--- config.mk ---
export PLATFORM = sky130hd
export DESIGN_NAME = pipeline_hazard_ctrl
export DESIGN_NICKNAME = d
export VERILOG_FILES = /design/src/rtl/pipeline_hazard_ctrl.sv
export SDC_FILE = /design/constraint.sdc
export NUM_CORES = 1
export LEC_CHECK = 0
export BUFFER_PORTS_ARGS = -buffer_cell sky130_fd_sc_hd__buf_2
export CORE_UTILIZATION = 59
export CTS_BUF_LIST = sky130_fd_sc_hd__clkbuf_4
export CTS_CLUSTER_SIZE = 25
export DETAILED_ROUTE_END_ITERATION = 6
export GPL_TIMING_DRIVEN = 0
export PLACE_DENSITY = 0.95
export SYNTH_ARGS = -nofsm -noshare
export SYNTH_HDL_FRONTEND = slang
export SYNTH_SLANG_ARGS = --single-unit
--- constraint.sdc ---
create_clock -name clk -period 6.64 [get_ports clk]
set_input_delay 0.664 -clock clk [delete_from_list [all_inputs] [get_ports clk]]
set_output_delay 0.664 -clock clk [all_outputs]
set_load 0.02 [all_outputs]
--- src/rtl/pipeline_hazard_ctrl.sv ---
// Hazard sequencer for the IF/ID, ID/EX and EX/MEM registers of the RV32 core.
// Handles load-use bubbles, branch flushes and memory stalls with timeout.
module pipeline_hazard_ctrl #(
  parameter int FLUSH_CYCLES = 2,
  parameter int MEM_TIMEOUT  = 16,
  parameter int CNT_W        = 32
) (
  input  logic             clk,
  input  logic             reset,
  input  logic [4:0]       ifid_rs1,
  input  logic [4:0]       ifid_rs2,
  input  logic             ifid_use_rs1,
  input  logic             ifid_use_rs2,
  input  logic [6:0]       idex_opcode,
  input  logic [4:0]       idex_rd,
  input  logic             ex_branch_taken,
  input  logic             mem_req,
  input  logic             mem_ready,
  output logic             pc_en,
  output logic             ifid_flag,
  output logic             idex_flag,
  output logic             exmem_flag,
  output logic             pc_replace,
  output logic [CNT_W-1:0] stall_cycles,
  output logic             mem_err
);

  typedef enum logic [1:0] {
    S_RUN,
    S_MEM_WAIT,
    S_FLUSH
  } state_t;

  localparam int FW = $clog2(FLUSH_CYCLES) + 1;
  localparam int WW = $clog2(MEM_TIMEOUT + 1);
  localparam logic [FW-1:0] FRELOAD = FW'(FLUSH_CYCLES - 1);
  localparam logic [WW-1:0] TMO = WW'(MEM_TIMEOUT);
  localparam logic LONG_FLUSH = (FLUSH_CYCLES > 1);
  localparam logic [6:0] OP_LOAD = 7'b0000011;

  state_t          r_state;
  state_t          w_state_nxt;
  logic [FW-1:0]   r_flush_cnt;
  logic [FW-1:0]   w_flush_nxt;
  logic [WW-1:0]   r_wait_cnt;
  logic [WW-1:0]   w_wait_nxt;
  logic            r_pend_br;
  logic            w_pend_nxt;
  logic [CNT_W-1:0] r_stall;
  logic            r_mem_err;
  logic            w_err_set;

  logic w_load_use;
  logic w_mem_stall;
  logic w_timeout;
  logic w_kill_rel;
  logic w_pc_en;
  logic w_ifid;
  logic w_idex;
  logic w_exmem;
  logic w_kill;

  assign w_load_use = (idex_opcode == OP_LOAD) && (idex_rd != 5'd0) &&
    ((ifid_use_rs1 && (ifid_rs1 == idex_rd)) ||
     (ifid_use_rs2 && (ifid_rs2 == idex_rd)));
  assign w_mem_stall = mem_req && !mem_ready;
  assign w_timeout   = (r_wait_cnt == TMO) && !mem_ready;
  assign w_kill_rel  = r_pend_br || ex_branch_taken;

  always_comb begin
    w_state_nxt = r_state;
    w_flush_nxt = r_flush_cnt;
    w_wait_nxt  = r_wait_cnt;
    w_pend_nxt  = r_pend_br;
    w_err_set   = 1'b0;
    w_pc_en     = 1'b0;
    w_ifid      = 1'b0;
    w_idex      = 1'b0;
    w_exmem     = 1'b0;
    w_kill      = 1'b0;
    unique case (r_state)
      S_RUN: begin
        if (w_mem_stall) begin
          w_state_nxt = S_MEM_WAIT;
          w_wait_nxt  = WW'(1);
          w_pend_nxt  = ex_branch_taken;
        end else if (ex_branch_taken) begin
          {w_pc_en, w_ifid, w_idex, w_exmem, w_kill} = 5'b11111;
          if (LONG_FLUSH) begin
            w_state_nxt = S_FLUSH;
            w_flush_nxt = FRELOAD;
          end
        end else if (w_load_use) begin
          {w_pc_en, w_ifid, w_idex, w_exmem, w_kill} = 5'b00111;
        end else begin
          {w_pc_en, w_ifid, w_idex, w_exmem, w_kill} = 5'b11110;
        end
      end
      S_MEM_WAIT: begin
        if (mem_ready || w_timeout) begin
          // Timeout aborts the access and releases as if it completed.
          {w_pc_en, w_ifid, w_idex, w_exmem} = 4'b1111;
          w_kill     = w_kill_rel;
          w_err_set  = w_timeout;
          w_pend_nxt = 1'b0;
          w_wait_nxt = '0;
          if (w_kill_rel && LONG_FLUSH) begin
            w_state_nxt = S_FLUSH;
            w_flush_nxt = FRELOAD;
          end else begin
            w_state_nxt = S_RUN;
          end
        end else begin
          w_pend_nxt = r_pend_br || ex_branch_taken;
          w_wait_nxt = r_wait_cnt + WW'(1);
        end
      end
      S_FLUSH: begin
        if (w_mem_stall) begin
          w_state_nxt = S_MEM_WAIT;
          w_wait_nxt  = WW'(1);
          w_pend_nxt  = 1'b1;
        end else begin
          {w_pc_en, w_ifid, w_idex, w_exmem, w_kill} = 5'b11111;
          if (ex_branch_taken) begin
            w_flush_nxt = FRELOAD;
          end else if (r_flush_cnt <= FW'(1)) begin
            w_state_nxt = S_RUN;
            w_flush_nxt = '0;
          end else begin
            w_flush_nxt = r_flush_cnt - FW'(1);
          end
        end
      end
      default: begin
        w_state_nxt = S_RUN;
      end
    endcase
    if (reset) begin
      {w_pc_en, w_ifid, w_idex, w_exmem, w_kill} = 5'b01111;
    end
  end

  always_ff @(posedge clk) begin
    if (reset) begin
      r_state     <= S_RUN;
      r_flush_cnt <= '0;
      r_wait_cnt  <= '0;
      r_pend_br   <= 1'b0;
      r_stall     <= '0;
      r_mem_err   <= 1'b0;
    end else begin
      r_state     <= w_state_nxt;
      r_flush_cnt <= w_flush_nxt;
      r_wait_cnt  <= w_wait_nxt;
      r_pend_br   <= w_pend_nxt;
      if (w_err_set) begin
        r_mem_err <= 1'b1;
      end
      if (!w_pc_en && (r_stall != '1)) begin
        r_stall <= r_stall + CNT_W'(1);
      end
    end
  end

  assign pc_en        = w_pc_en;
  assign ifid_flag    = w_ifid;
  assign idex_flag    = w_idex;
  assign exmem_flag   = w_exmem;
  assign pc_replace   = w_kill;
  assign stall_cycles = r_stall;
  assign mem_err      = r_mem_err;

endmodule

==> flow_summary.ini, run 1 <==
[clock_network]
clk_pin_slew_ns = 0.12
cts-hold-fix-buffers = 0
tritoncts = done
htree_num_levels = 2
number_of_buffers_created_by_cts = 5
worstSkewPairLatency_ns = 0.37
cts_sinks = 43
cts_max_path_buffers = 2
cts-resized-gates = 0
post_cts_repair_setup_buffers = 0
clk_root_buffer_cell = sky130_fd_sc_hd__clkbuf_4

[synthesis]
count_of_distinct_cell_types_in_the_synthesized_netlist = 54
ys_seq_elements = 43
ys_top_cells_by_area = sky130_fd_sc_hd__dfxtp_1 (32%), sky130_fd_sc_hd__or4_1 (7.0%), sky130_fd_sc_hd__o31ai_1 (6.5%)
netlist_instances = 328
dominantRegCellSynth = sky130_fd_sc_hd__dfxtp_1
synth_top_area_share_pct = 32.2
post_synth.cell_area_avg_um2 = 8.15
ranking_of_synthesized_cells_by_instance_count = sky130_fd_sc_hd__dfxtp_1 (43), sky130_fd_sc_hd__a21oi_1 (33), sky130_fd_sc_hd__or4_1 (25), sky130_fd_sc_hd__o31ai_1 (23), sky130_fd_sc_hd__nand2_1 (22)
yosysWarningCount = 0
synth.cell_area_um2 = 2670
postSynthNetCount = 365
yosys.cell_count.top_type = sky130_fd_sc_hd__dfxtp_1
synth_top_area_cell = sky130_fd_sc_hd__dfxtp_1
ys_async_sr_fraction_pct = 0
number_of_flops_mapped_to_enable_cells_by_yosys = 0
synth.yosys.seq_area_share_pct = 32.2

[placement]
routabilityCongestion = 0.880
placement.io_buffers = 65
hpwlAfterDp_um = 4930

[setup_path]
startpoint = r_state[0]
crit_path_end = pc_en
cp_data_required_time_ns = 5.98
crit_path_end_kind = output pin
critical_path.reg2reg.startpoint = stall_cycles[3]
worstSetupStartpointType = flip-flop
r2r_cells = 7
ff2ff_setup_slack_ns = 4.04
timing.rr.end = stall_cycles[0]
path_max_fanout = 10
timing.setup.critical_path_class = flip-flop to output pin
cp.arrival_ns = 2.66

[status]
outcome = finished clean

[sta]
timing.final.crit_share_pct = 50.0
setup_viol = 0
relSlewSlack_pct = 54.9
hold_violations = 0
finClkSkew_ns = 0.0119
max_freq_mhz = 301
tightest_slew_ns = 0.658
total_negative_setup_slacks_ns = 0
final-max-slew-violation-count = 0
period_needed_ns = 3.32
rsz0062_at_grt = no

[global_routing]
grt_first_pass_wirelength_um = 11500
grt_max_degree = 14
globalRoute.totalOverflow = 0
grt_antenna_before_repair = 0
number_of_global_route_vias_before_repair = 2547
grtUsageTotal_pct = 29.2

[drt]
detail-route-antenna-nets = 0
route.detailed.drc = 0
route.vias.total = 2832
firstDrtPassIters = 5
drt-wirelength-per-cell_um = 15.2
wl_um = 6870
first_drt_iteration_drcs = 249
route.detailed.vias_per_inst = 6.25

[pwr]
cellInternalPower_mw = 0.389
switching_power_mw = 0.173
share_seq_of_total_power_pct = 48.5
proportion_of_total_power_due_to_net_switching_pct = 30.8
fin_total_pwr_mw = 0.563
comb_power_share_pct = 21.5
total_leakage_power_nw = 1.25
clock_power_share_pct = 30.0
power.density_cell_area_nw_per_um2 = 179
max-vdd-ir-drop_v = 0.000141

[die]
initial_core_util_pct = 61.4
design.die.area_um2 = 4800
chipHeight_um = 69.3
count_of_boundary_i_o_pins = 67
dieWidth_um = 69.3
core_area_um2 = 4350
num_rows = 24

[finish]
final_layout_size_suffix_gt1_share_pct = 24.2
layout_fillers = 333
n_antenna_cell = 0
design.final.nets = 437
area_overhead_vs_synth_pct = 17.5

[min_path]
hold_path.class = flip-flop to flip-flop

[flow_run]
max-cap-violations = 0
## cells in the final DEF, fill, tap and decap left out, types with 3 or more instances in the layout
cell,count
sky130_fd_sc_hd__or4_1,25
sky130_fd_sc_hd__nand2_1,22
sky130_fd_sc_hd__nor4_1,3
sky130_fd_sc_hd__dfxtp_1,43
sky130_fd_sc_hd__o31ai_1,23
sky130_fd_sc_hd__and4_1,4
sky130_fd_sc_hd__xnor2_1,10
sky130_fd_sc_hd__nor3_1,7
sky130_fd_sc_hd__nor2b_1,4
sky130_fd_sc_hd__clkbuf_4,5
sky130_fd_sc_hd__nor2_1,21
sky130_fd_sc_hd__inv_1,13
sky130_fd_sc_hd__buf_2,67
sky130_fd_sc_hd__xor2_1,3
sky130_fd_sc_hd__mux2i_1,4
sky130_fd_sc_hd__clkbuf_1,11
sky130_fd_sc_hd__and3_1,4
sky130_fd_sc_hd__ha_1,8
sky130_fd_sc_hd__a21oi_1,33
sky130_fd_sc_hd__nand3_1,8
sky130_fd_sc_hd__buf_4,7
sky130_fd_sc_hd__or3_1,5
sky130_fd_sc_hd__or2_2,4
sky130_fd_sc_hd__nand4_1,17
sky130_fd_sc_hd__o21ai_0,12
## power by group through the flow
stage	clock network [mW]	registers, mW	logic [mW]
detailed placement	0	0.278	0.119
CTS	0.169	0.273	0.120
global route	0.179	0.274	0.133
finish	0.169	0.273	0.121
global placement	0	0.277	0.114
floorplan	0	0.279	0.0803
## stage by stage
stage          hold slack, ns  util (%)  worst slack (ns)  instance area [um2]  std cells
2_1_floorplan           0.430         -              3.84                 2670        328
3_3_place_gp            0.444      70.3              3.35                 3060        445
3_5_place_dp            0.451      70.3              3.34                 3060        445
4_1_cts                 0.473      72.1              3.32                 3140        453
5_1_grt                 0.512      72.1              3.12                 3140        453
6_report                0.475      72.1              3.32                 3140        453
## critical path, cell delays in order, from the launching register on
cell	delay, ns
sky130_fd_sc_hd__dfxtp_1	0.38
sky130_fd_sc_hd__inv_1	0.13
sky130_fd_sc_hd__ha_1	0.32
sky130_fd_sc_hd__o21ai_0	0.24
sky130_fd_sc_hd__a211o_1	0.35
sky130_fd_sc_hd__a21oi_2	0.26
sky130_fd_sc_hd__buf_4	0.24
sky130_fd_sc_hd__buf_4	0.19
sky130_fd_sc_hd__buf_2	0.18
## per-layer routing
metal	global-route usage, %	share of wire [%]
met5	0	0
met4	13.2	1.6
met3	6.54	6.3
met2	48.1	49
met1	36.5	43
## state kept, by name, indices dropped and copies added (netlist names)
name,flops
r_wait_cnt,5
r_flush_cnt,2
stall_cycles,32
r_pend_br,1
r_state,2
mem_err,1
## area by class of cell
class	instances	area, um2	share of cell area [%]
plain buffers	21	109	3.47
clock buffers	5	37.5	1.20
clock inverters	3	38.8	1.24
inverters	13	48.8	1.55
multi-input cells	251	1650	52.7
flip-flops and latches	43	861	27.4
well taps	52	65.1	2.07
repair buffers	65	325	10.4
## cell families (layout without fill, tap and decap cells)
logic type                 count (synthesis)  after routing  synth area share [%]
and+or+nand+nor                          136            136                  30.4
AOI/OAI and AO/OA                         86             86                  20.3
DFF                                       43             43                  32.2
buffers and inverters                     34            107                  5.90
xor gates and xnor gates                  13             13                  4.26
adders and majority gates                  8              8                  3.75
muxes                                      8              8                  3.18
## worst min path at each step
stage	slack (ns)	to	depth (start not counted)	from
floorplan	0.43	r_flush_cnt[1]	2	r_flush_cnt[1]
global placement	0.44	r_flush_cnt[1]	2	r_flush_cnt[1]
detailed placement	0.45	mem_err	2	mem_err
CTS	0.47	r_flush_cnt[1]	2	r_flush_cnt[1]
global route	0.51	mem_err	2	mem_err
finish	0.48	r_flush_cnt[1]	2	r_flush_cnt[1]
No activity file was read; power rests on OpenSTA's default activity.
==> inputs of run 2 (changes only) <==
CORE_UTILIZATION = 50   (was 59)
PLACE_DENSITY = 0.9   (was 0.95)
clock period = 2.8 ns   (was 6.64 ns; I/O delays follow)
==> run 2 against run 1 <==
Critical path depth is 1 higher. Die area up 17%. Total power grew 140%. Sequential power is 140% higher. Non-clock buffer count up 1. Critical path type unchanged.
==> flow_summary.ini, run 2 (synthesis results as in run 1) <==
[drt]
route.detailed.drc = 0
detail-route-antenna-nets = 0
firstDrtPassIters = 4
route.vias.total = 2816
drt-wirelength-per-cell_um = 14.6
first_drt_iteration_drcs = 198
wl_um = 6890
route.detailed.vias_per_inst = 5.97

[finish]
finish.cell_count_without_fillers = 472
final_layout_size_suffix_gt1_share_pct = 25.4
area_overhead_vs_synth_pct = 19.8
finish.instance_area_um2 = 3200
n_antenna_cell = 0
layout_fillers = 481
largest_register_ffs = 32
final_common_cell = sky130_fd_sc_hd__buf_2
design.final.nets = 438
layout_common_cells = sky130_fd_sc_hd__buf_2 (67), sky130_fd_sc_hd__dfxtp_1 (43), sky130_fd_sc_hd__a21oi_1 (33), sky130_fd_sc_hd__or4_1 (25), sky130_fd_sc_hd__o31ai_1 (23)

[die]
initial_core_util_pct = 52.0
core_area_um2 = 5140
design.die.area_um2 = 5640
count_of_boundary_i_o_pins = 67
dieWidth_um = 75.1
chipHeight_um = 75.1
num_rows = 26

[placement]
routabilityCongestion = 0.915
placement.io_buffers = 65
hpwlAfterDp_um = 4950
placed_cell_area_um2 = 3090
place_worst_setup_slack_ns = 0.277
post-place-cells = 463

[clock_network]
cts-hold-fix-buffers = 0
number_of_buffers_created_by_cts = 5
clk_root_buffer_cell = sky130_fd_sc_hd__clkbuf_4
cts_max_path_buffers = 2
clk_pin_slew_ns = 0.13
htree_num_levels = 2
cts_sinks = 43
tritoncts = done
worstSkewPairLatency_ns = 0.37

[pwr]
proportion_of_total_power_due_to_net_switching_pct = 30.8
power.density_cell_area_nw_per_um2 = 421
share_seq_of_total_power_pct = 48.0
fin_total_pwr_mw = 1.35
max-vdd-ir-drop_v = 0.000305
total_leakage_power_nw = 1.26
cellInternalPower_mw = 0.933
clock_power_share_pct = 29.7
switching_power_mw = 0.415
comb_power_share_pct = 22.3

[min_path]
worst_hold_path.endpoint = mem_err
worst_hold_startpoint = mem_ready
min_path_cells = 4
hold_path.class = input port to flip-flop

[global_routing]
globalRoute.totalOverflow = 0
grtUsageTotal_pct = 25.5
grt_antenna_before_repair = 0
grt_max_degree = 14
number_of_global_route_vias_before_repair = 2437
grt_first_pass_wirelength_um = 10900

[sta]
hold_violations = 0
hold_ws_ns = 0.267
finClkSkew_ns = 0.0168
period_needed_ns = 2.68
max_freq_mhz = 373
timing.final.crit_share_pct = 95.6
setup_ws_ns = 0.123
setup_viol = 0
relSlewSlack_pct = 54.0
final-max-slew-violation-count = 0
tightest_slew_ns = 0.671

[setup_path]
timing.setup.critical_path_class = flip-flop to output pin
cp_data_required_time_ns = 2.52
r2r_cells = 10
worstSetupStartpointType = flip-flop
cp.arrival_ns = 2.40
crit_path_end_kind = output pin
ff2ff_setup_slack_ns = 0.21
timing.rr.end = stall_cycles[8]
path_max_fanout = 10
critical_path.reg2reg.startpoint = r_wait_cnt[0]
startpoint = r_wait_cnt[0]

[flow_run]
max-cap-violations = 0

[status]
outcome = finished clean
==> run 2: what timing repair did <==
| action | 4_1_cts | 5_1_grt |
|---|---|---|
| gates resized for setup | 3 | 5 |
| endpoints found under the hold margin | 0 | 0 |
| endpoints found under the setup margin | 1 | 2 |
| gates cloned | 0 | 0 |
| setup buffers | 0 | 1 |
==> run 2: final cells by class <==
| type | instances | area (um2) | area share [%] |
|---|---|---|---|
| clock buffer | 5 | 37.5 | 1.17 |
| inverter | 13 | 48.8 | 1.52 |
| multi-input combinational | 251 | 1680 | 52.5 |
| tap | 70 | 87.6 | 2.74 |
| sequential | 43 | 861 | 26.9 |
| timing repair buffer | 66 | 333 | 10.4 |
| buffer | 21 | 113 | 3.52 |
| clock inverter | 3 | 38.8 | 1.21 |
==> run 2: per-layer routing <==
| layer | part of all wire [%] | vias to the layer above | wire length [um] | GRT usage, % |
|---|---|---|---|---|
| met5 | 0 | - | 0 | 0 |
| met4 | 0.78 | 0 | 54 | 6.08 |
| met3 | 4.5 | 5 | 308 | 6.56 |
| met2 | 49 | 84 | 3400 | 44.8 |
| met1 | 45 | 1340 | 3120 | 31.0 |
| li1 | - | 1387 | - | - |
==> run 2: how the worst max path moves through the flow <==
| stage | endpoint | cells past startpoint |
|---|---|---|
| floorplan | stall_cycles[24] | 9 |
| global placement | pc_en | 8 |
| detailed placement | pc_en | 8 |
| CTS | pc_en | 9 |
| global route | pc_en | 9 |
| finish | pc_en | 9 |
==> run 2: per-stage QoR <==
stage / util [%] / TNS [ns]
floorplan: - / 0
global placement: 60.0 / 0
detailed placement: 60.0 / 0
CTS: 61.7 / 0
global route: 62.3 / -0.00852
finish: 62.3 / 0
==> run 2: power by group through the flow <==
stage	Combinational, mW	Sequential [mW]	Clock [mW]
finish	0.301	0.647	0.401
floorplan	0.190	0.662	0
global route	0.331	0.649	0.432
detailed placement	0.284	0.658	0
global placement	0.276	0.658	0
CTS	0.290	0.645	0.402
==> run 2: critical path, cell delays in order (launching register included) <==
cell and delay [ns]:
sky130_fd_sc_hd__dfxtp_1 0.37, sky130_fd_sc_hd__inv_1 0.08, sky130_fd_sc_hd__ha_1 0.15, sky130_fd_sc_hd__and4bb_2 0.29
sky130_fd_sc_hd__o21ai_2 0.09, sky130_fd_sc_hd__a211o_1 0.31, sky130_fd_sc_hd__a21oi_4 0.21, sky130_fd_sc_hd__buf_6 0.18
sky130_fd_sc_hd__buf_4 0.18, sky130_fd_sc_hd__buf_2 0.18
